**src/rtl/rr_grant_arbiter4.sv**
```systemverilog
// rr_grant_arbiter4
//   Round-robin arbiter for four requesters with locked grants. A winner is
//   chosen only while idle, using a rotating search that starts at the
//   requester after the previous owner. The grant stays locked until the
//   owner strobes done, drops its request, or has held the grant for
//   MAX_HOLD cycles. The grant index is registered and stays stable for the
//   whole grant, so it can drive a downstream 2-to-4 decoder select directly.
//
// Parameters
//   MAX_HOLD : maximum consecutive cycles a grant may be held (2..255)
//   CNT_W    : hold counter width, 2**CNT_W must exceed MAX_HOLD
//
// Ports
//   clk         : rising-edge clock
//   rst_n       : asynchronous active-low reset
//   req[3:0]    : level-sensitive request lines, bit i = requester i
//   done        : release strobe from the current owner (ignored when idle)
//   grant_valid : registered, high while a grant is active
//   grant_idx   : registered index of the granted requester
//   timeout     : registered one-cycle pulse marking a forced release
module rr_grant_arbiter4 #(
  parameter int MAX_HOLD = 16,
  parameter int CNT_W    = 8
) (
  input  logic       clk,
  input  logic       rst_n,
  input  logic [3:0] req,
  input  logic       done,
  output logic       grant_valid,
  output logic [1:0] grant_idx,
  output logic       timeout
);

  typedef enum logic {
    IDLE  = 1'b0,
    GRANT = 1'b1
  } state_t;

  state_t           state_q, state_d;
  logic [1:0]       ptr_q, ptr_d;
  logic [1:0]       idx_q, idx_d;
  logic [CNT_W-1:0] cnt_q, cnt_d;
  logic             valid_q, valid_d;
  logic             to_q, to_d;

  logic             win_found;
  logic [1:0]       win_idx;
  logic             owner_req;
  logic             cnt_last;

  // Rotating priority search. Offsets are scanned from farthest to nearest
  // so the nearest set request (starting at ptr) is the last one written.
  always_comb begin
    win_found = 1'b0;
    win_idx   = ptr_q;
    for (int k = 3; k >= 0; k--) begin
      if (req[ptr_q + 2'(k)]) begin
        win_found = 1'b1;
        win_idx   = ptr_q + 2'(k);
      end
    end
  end

  assign owner_req = req[idx_q];
  assign cnt_last  = (cnt_q == CNT_W'(MAX_HOLD - 1));

  always_comb begin
    state_d = state_q;
    ptr_d   = ptr_q;
    idx_d   = idx_q;
    cnt_d   = cnt_q;
    valid_d = valid_q;
    to_d    = 1'b0;
    unique case (state_q)
      IDLE: begin
        if (win_found) begin
          idx_d   = win_idx;
          valid_d = 1'b1;
          cnt_d   = '0;
          state_d = GRANT;
        end
      end
      GRANT: begin
        if (done || !owner_req || cnt_last) begin
          valid_d = 1'b0;
          state_d = IDLE;
          ptr_d   = idx_q + 2'd1;
          // Only a pure expiry counts as forced; a concurrent done or a
          // dropped request is an ordinary release.
          to_d    = !done && owner_req;
        end else begin
          cnt_d = cnt_q + 1'b1;
        end
      end
      default: begin
        state_d = IDLE;
        valid_d = 1'b0;
      end
    endcase
  end

  always_ff @(posedge clk or negedge rst_n) begin
    if (!rst_n) begin
      state_q <= IDLE;
      ptr_q   <= 2'b00;
      idx_q   <= 2'b00;
      cnt_q   <= '0;
      valid_q <= 1'b0;
      to_q    <= 1'b0;
    end else begin
      state_q <= state_d;
      ptr_q   <= ptr_d;
      idx_q   <= idx_d;
      cnt_q   <= cnt_d;
      valid_q <= valid_d;
      to_q    <= to_d;
    end
  end

  assign grant_valid = valid_q;
  assign grant_idx   = idx_q;
  assign timeout     = to_q;

endmodule
```
**config.mk**
```make
export PLATFORM = sky130hd
export DESIGN_NAME = rr_grant_arbiter4
export DESIGN_NICKNAME = d
export VERILOG_FILES = /design/src/rtl/rr_grant_arbiter4.sv
export SDC_FILE = /design/constraint.sdc
export NUM_CORES = 1
export LEC_CHECK = 0
export BUFFER_PORTS_ARGS = -buffer_cell sky130_fd_sc_hd__clkbuf_2
export CAP_MARGIN = 5
export CELL_PAD_IN_SITES_DETAIL_PLACEMENT = 1
export CELL_PAD_IN_SITES_GLOBAL_PLACEMENT = 1
export CORE_MARGIN = 1.5
export CORE_UTILIZATION = 45
export CTS_BUF_LIST = sky130_fd_sc_hd__clkbuf_8
export CTS_CLUSTER_SIZE = 16
export DETAILED_ROUTE_END_ITERATION = 10
export PLACE_DENSITY_LB_ADDON = 0.25
export REMOVE_ABC_BUFFERS = 1
export SYNTH_ARGS = -nofsm -noshare
export SYNTH_HDL_FRONTEND = slang
export SYNTH_SLANG_ARGS = --single-unit
```
**constraint.sdc**
```tcl
create_clock -name clk -period 2.11 [get_ports clk]
set_input_delay 0.211 -clock clk [delete_from_list [all_inputs] [get_ports clk]]
set_output_delay 0.211 -clock clk [all_outputs]
set_load 0.01 [all_outputs]
```
==> summary.txt <==
Synthesis
  • Cell variety after synth: 33
  • Post-Synthesis Cells: 87
  • Cell area after synthesis: 850.8 um^2
  • Mean post-synth cell area: between 9 and 10 um^2
  • Synth warn: 0
  • Synthesized flop and latch total: 15
  • Sequential fraction of the synthesis area: 44.12%

Layout
  • Area delta synth->final: 15.29%
  • Inserted Diodes: 0
  • Register Area: 375.4 um^2
  • Layout fillers: around 210
  • Area of the multi-input gates: 434.2 um^2
  • Final design utilization: 56.20%
  • Fraction of layout cells with a size suffix above 1: about a fifth
  • Final std cells w/o fill: 126
  • Final net count: 110

Timing
  • Hold WS: 340.1 ps
  • Worst setup margin: 144.6 ps
  • Max-slew violations: 0
  • Max transition margin: 70.06%
  • Max frequency: 0.5088 GHz
  • Final Hold Viols: 0
  • Minimum clock period: 1965 ps
  • Clock Skews: 5.321 ps
  • RSZ-0062 raised after global routing: false
  • Setup tns final: 0 ps
  • Fin crit share: 93.15%
  • Worst-margin pin slew: 447.5 ps
  • Endpoints failing setup: 0

Global route
  • Largest net degree at the start of global routing: 16
  • First-pass GRT wire length: between 3 and 4 mm
  • GRT overflow: 0
  • Vias in the first global route: around 760
  • GRT Overall Usage: 24.17%
  • Antenna violations before repair: 0

CTS
  • CTS tree: done
  • Gates resized, CTS repair: 0
  • CTS root buffer: clkbuf_8
  • CTS clock-pin slew for the worst setup and hold paths: around 70 ps
  • Total CTS buffers: 3
  • Setup bufs post-CTS: 0
  • Clock Latency Late Sink: 250 ps
  • Htree depth: 1
  • CTS Sinks: 15
  • Hold Buf Count CTS: 1
  • CTS Buffer Depth: 2

Floorplan
  • Die area: between 0.002 and 0.0025 mm^2
  • I/O pins: 11
  • Core box area: ~0.0017 mm^2
  • Row cnt: 15
  • Die W: 46.48 um
  • Initial core utilization: 48.75%
  • Chip height: 46.48 um

Place
  • Placed insts: 121
  • Port Buffers: 10
  • Pre-CTS WS: 189.2 ps
  • DP HPWL: 1.586 mm
  • Gp weighted congestion: 0.8061

Drt
  • DRC: 0
  • Wirelength per Cell: 17.08 um
  • Post-DRT Antenna Nets: 0
  • Final WL: 2.152 mm
  • Initial drt markers: 18
  • Routed vias/inst: 5.865
  • DR vias: about 740
  • DRT Pass-1 Iters: 5

Min path
  • WHS Path Cells: 4
  • Worst min path class: primary input to flop

Worst setup path
  • Worst path arrival time: 2100 ps
  • Worst Setup Path Type: flop to flop
  • Worst Path Required: 2250 ps
  • Crit path capture type: flop
  • Peak fanout along the critical path: 7
  • Reg2Reg Depth: 4
  • Startpoint types: flop

Outcome
  • Status: finished, final reports clean

Power
  • Clock power frac: 20.3%
  • Comb power frac: 39.6%
  • Peak VDD IR: 0.001066 V
  • Flop pwr share: approximately 40%
  • P_int: slightly above 0.7 mW
  • PD cells: 1194 mW/mm^2
  • Switching pwr: 0.4651 mW
  • Sw Share: 39.71%
  • Leak: about 0.49 nW

Job
  • Max Cap Viol: 0
-- cells in the final DEF, fill, tap and decap left out, types with 2 or more instances in the layout --
master | Yosys | final
dfrtp_1 | 15 | 15
clkbuf_2 | 0 | 10
mux2i_1 | 8 | 8
inv_1 | 7 | 7
nor2_1 | 6 | 6
nand2_1 | 5 | 5
nand3_1 | 4 | 4
o22ai_1 | 4 | 4
nand4_1 | 4 | 4
nor3_1 | 3 | 3
and3_1 | 3 | 3
clkbuf_8 | 0 | 3
or2_2 | 2 | 2
or3_1 | 2 | 2
xor2_1 | 2 | 2
a31oi_1 | 2 | 2
o21ai_0 | 2 | 2
-- per-layer routing --
layer	vias to the layer above	share of wire, %	GRT usage (%)
li1	355	-	-
met1	365	48	33.25
met2	15	48	35.28
met3	4	3.3	8.235
met4	0	1.3	8.000
met5	-	0	0
-- synthesized netlist by cell type (all sizes together) --
cell,number,area [um^2]
a21oi,1,5.000
nor2b,1,6.260
mux2i,8,80.08
or3,2,12.51
nor2,6,22.52
o22a,1,8.760
nor3,3,15.01
nor4,1,6.260
a21o,1,7.510
nand4,4,25.02
dfrtp,15,375.4
nand3,4,20.02
a31o,1,8.760
ha,1,12.51
o221ai,1,8.760
inv,7,26.28
a31oi,2,12.51
and4,1,8.760
buf,1,11.26
o22ai,5,37.53
nand2,5,18.77
clkbuf,1,3.750
a311oi,1,8.760
and3,3,18.77
xor2,2,17.52
or2,2,12.51
nand2b,1,6.260
o21a,1,7.510
a222oi,1,10.01
mux2,2,26.27
o21ai,2,10.01
-- flip-flops by register name (all words and copies together), names as in the netlist --
name and cells:
cnt_q 8, grant_idx 2, ptr_q 2, grant_valid 1, state_q 1, timeout 1
-- path summary, 6_finish.rpt --
kind | startpoint | end | slack, ps
setup / recovery | cnt_q[5]$_DFFE_PN0P_ | ptr_q[1]$_DFFE_PN0P_ | 140
hold / removal | req[1] | grant_idx[1]$_DFFE_PN0P_ | 340
setup reg to reg | cnt_q[5]$_DFFE_PN0P_ | ptr_q[1]$_DFFE_PN0P_ | 140
hold reg to reg | grant_valid$_DFFE_PN0P_ | grant_valid$_DFFE_PN0P_ | 500
max in group asynchronous | rst_n | ptr_q[0]$_DFFE_PN0P_ | 1420
min in group asynchronous | rst_n | ptr_q[1]$_DFFE_PN0P_ | 410
-- critical path, cell delays in order, from the launching register on --
cell and delay (ps):
dfrtp_1 420, or3_1 400, or3_1 450, a21o_1 280, mux2_4 310
-- per-stage QoR --
stage	area (um^2)	power (mW)
2_1_floorplan	835.8	0.7637
3_3_place_gp	924.6	0.9043
3_5_place_dp	924.6	0.9312
4_1_cts	980.9	1.174
5_1_grt	980.9	1.246
6_report	980.9	1.171
-- area by class of cell --
type / instances / share of cell area [%]
clock buffers: 3 / 4.209
repair buffers: 12 / 6.888
inverters: 7 / 2.679
flip-flops and latches: 15 / 38.27
well taps: 25 / 3.189
clock inverters: 1 / 0.5102
multi-input cells: 63 / 44.26
-- power by group through the flow --
stage | Combinational, mW | Sequential (mW) | Clock [mW]
2_1_floorplan | 0.299 | 0.464 | 0
3_3_place_gp | 0.441 | 0.463 | 0
3_5_place_dp | 0.461 | 0.470 | 0
4_1_cts | 0.466 | 0.466 | 0.242
5_1_grt | 0.511 | 0.480 | 0.255
6_report | 0.464 | 0.469 | 0.238
-- kinds of logic after synthesis --
logic type               after synthesis  share of synthesized area, %
AO/OA/AOI/OAI                         17                         14.71
flip-flops                            15                         44.12
multiplexers                          10                         12.50
buffers and inverters                  9                         4.853
adder cells (fa/ha/maj)                1                         1.470
XOR/XNOR                               2                         2.059
AND/OR/NAND/NOR                       33                         20.29
Note: power is estimated with default switching activity, not from simulation.
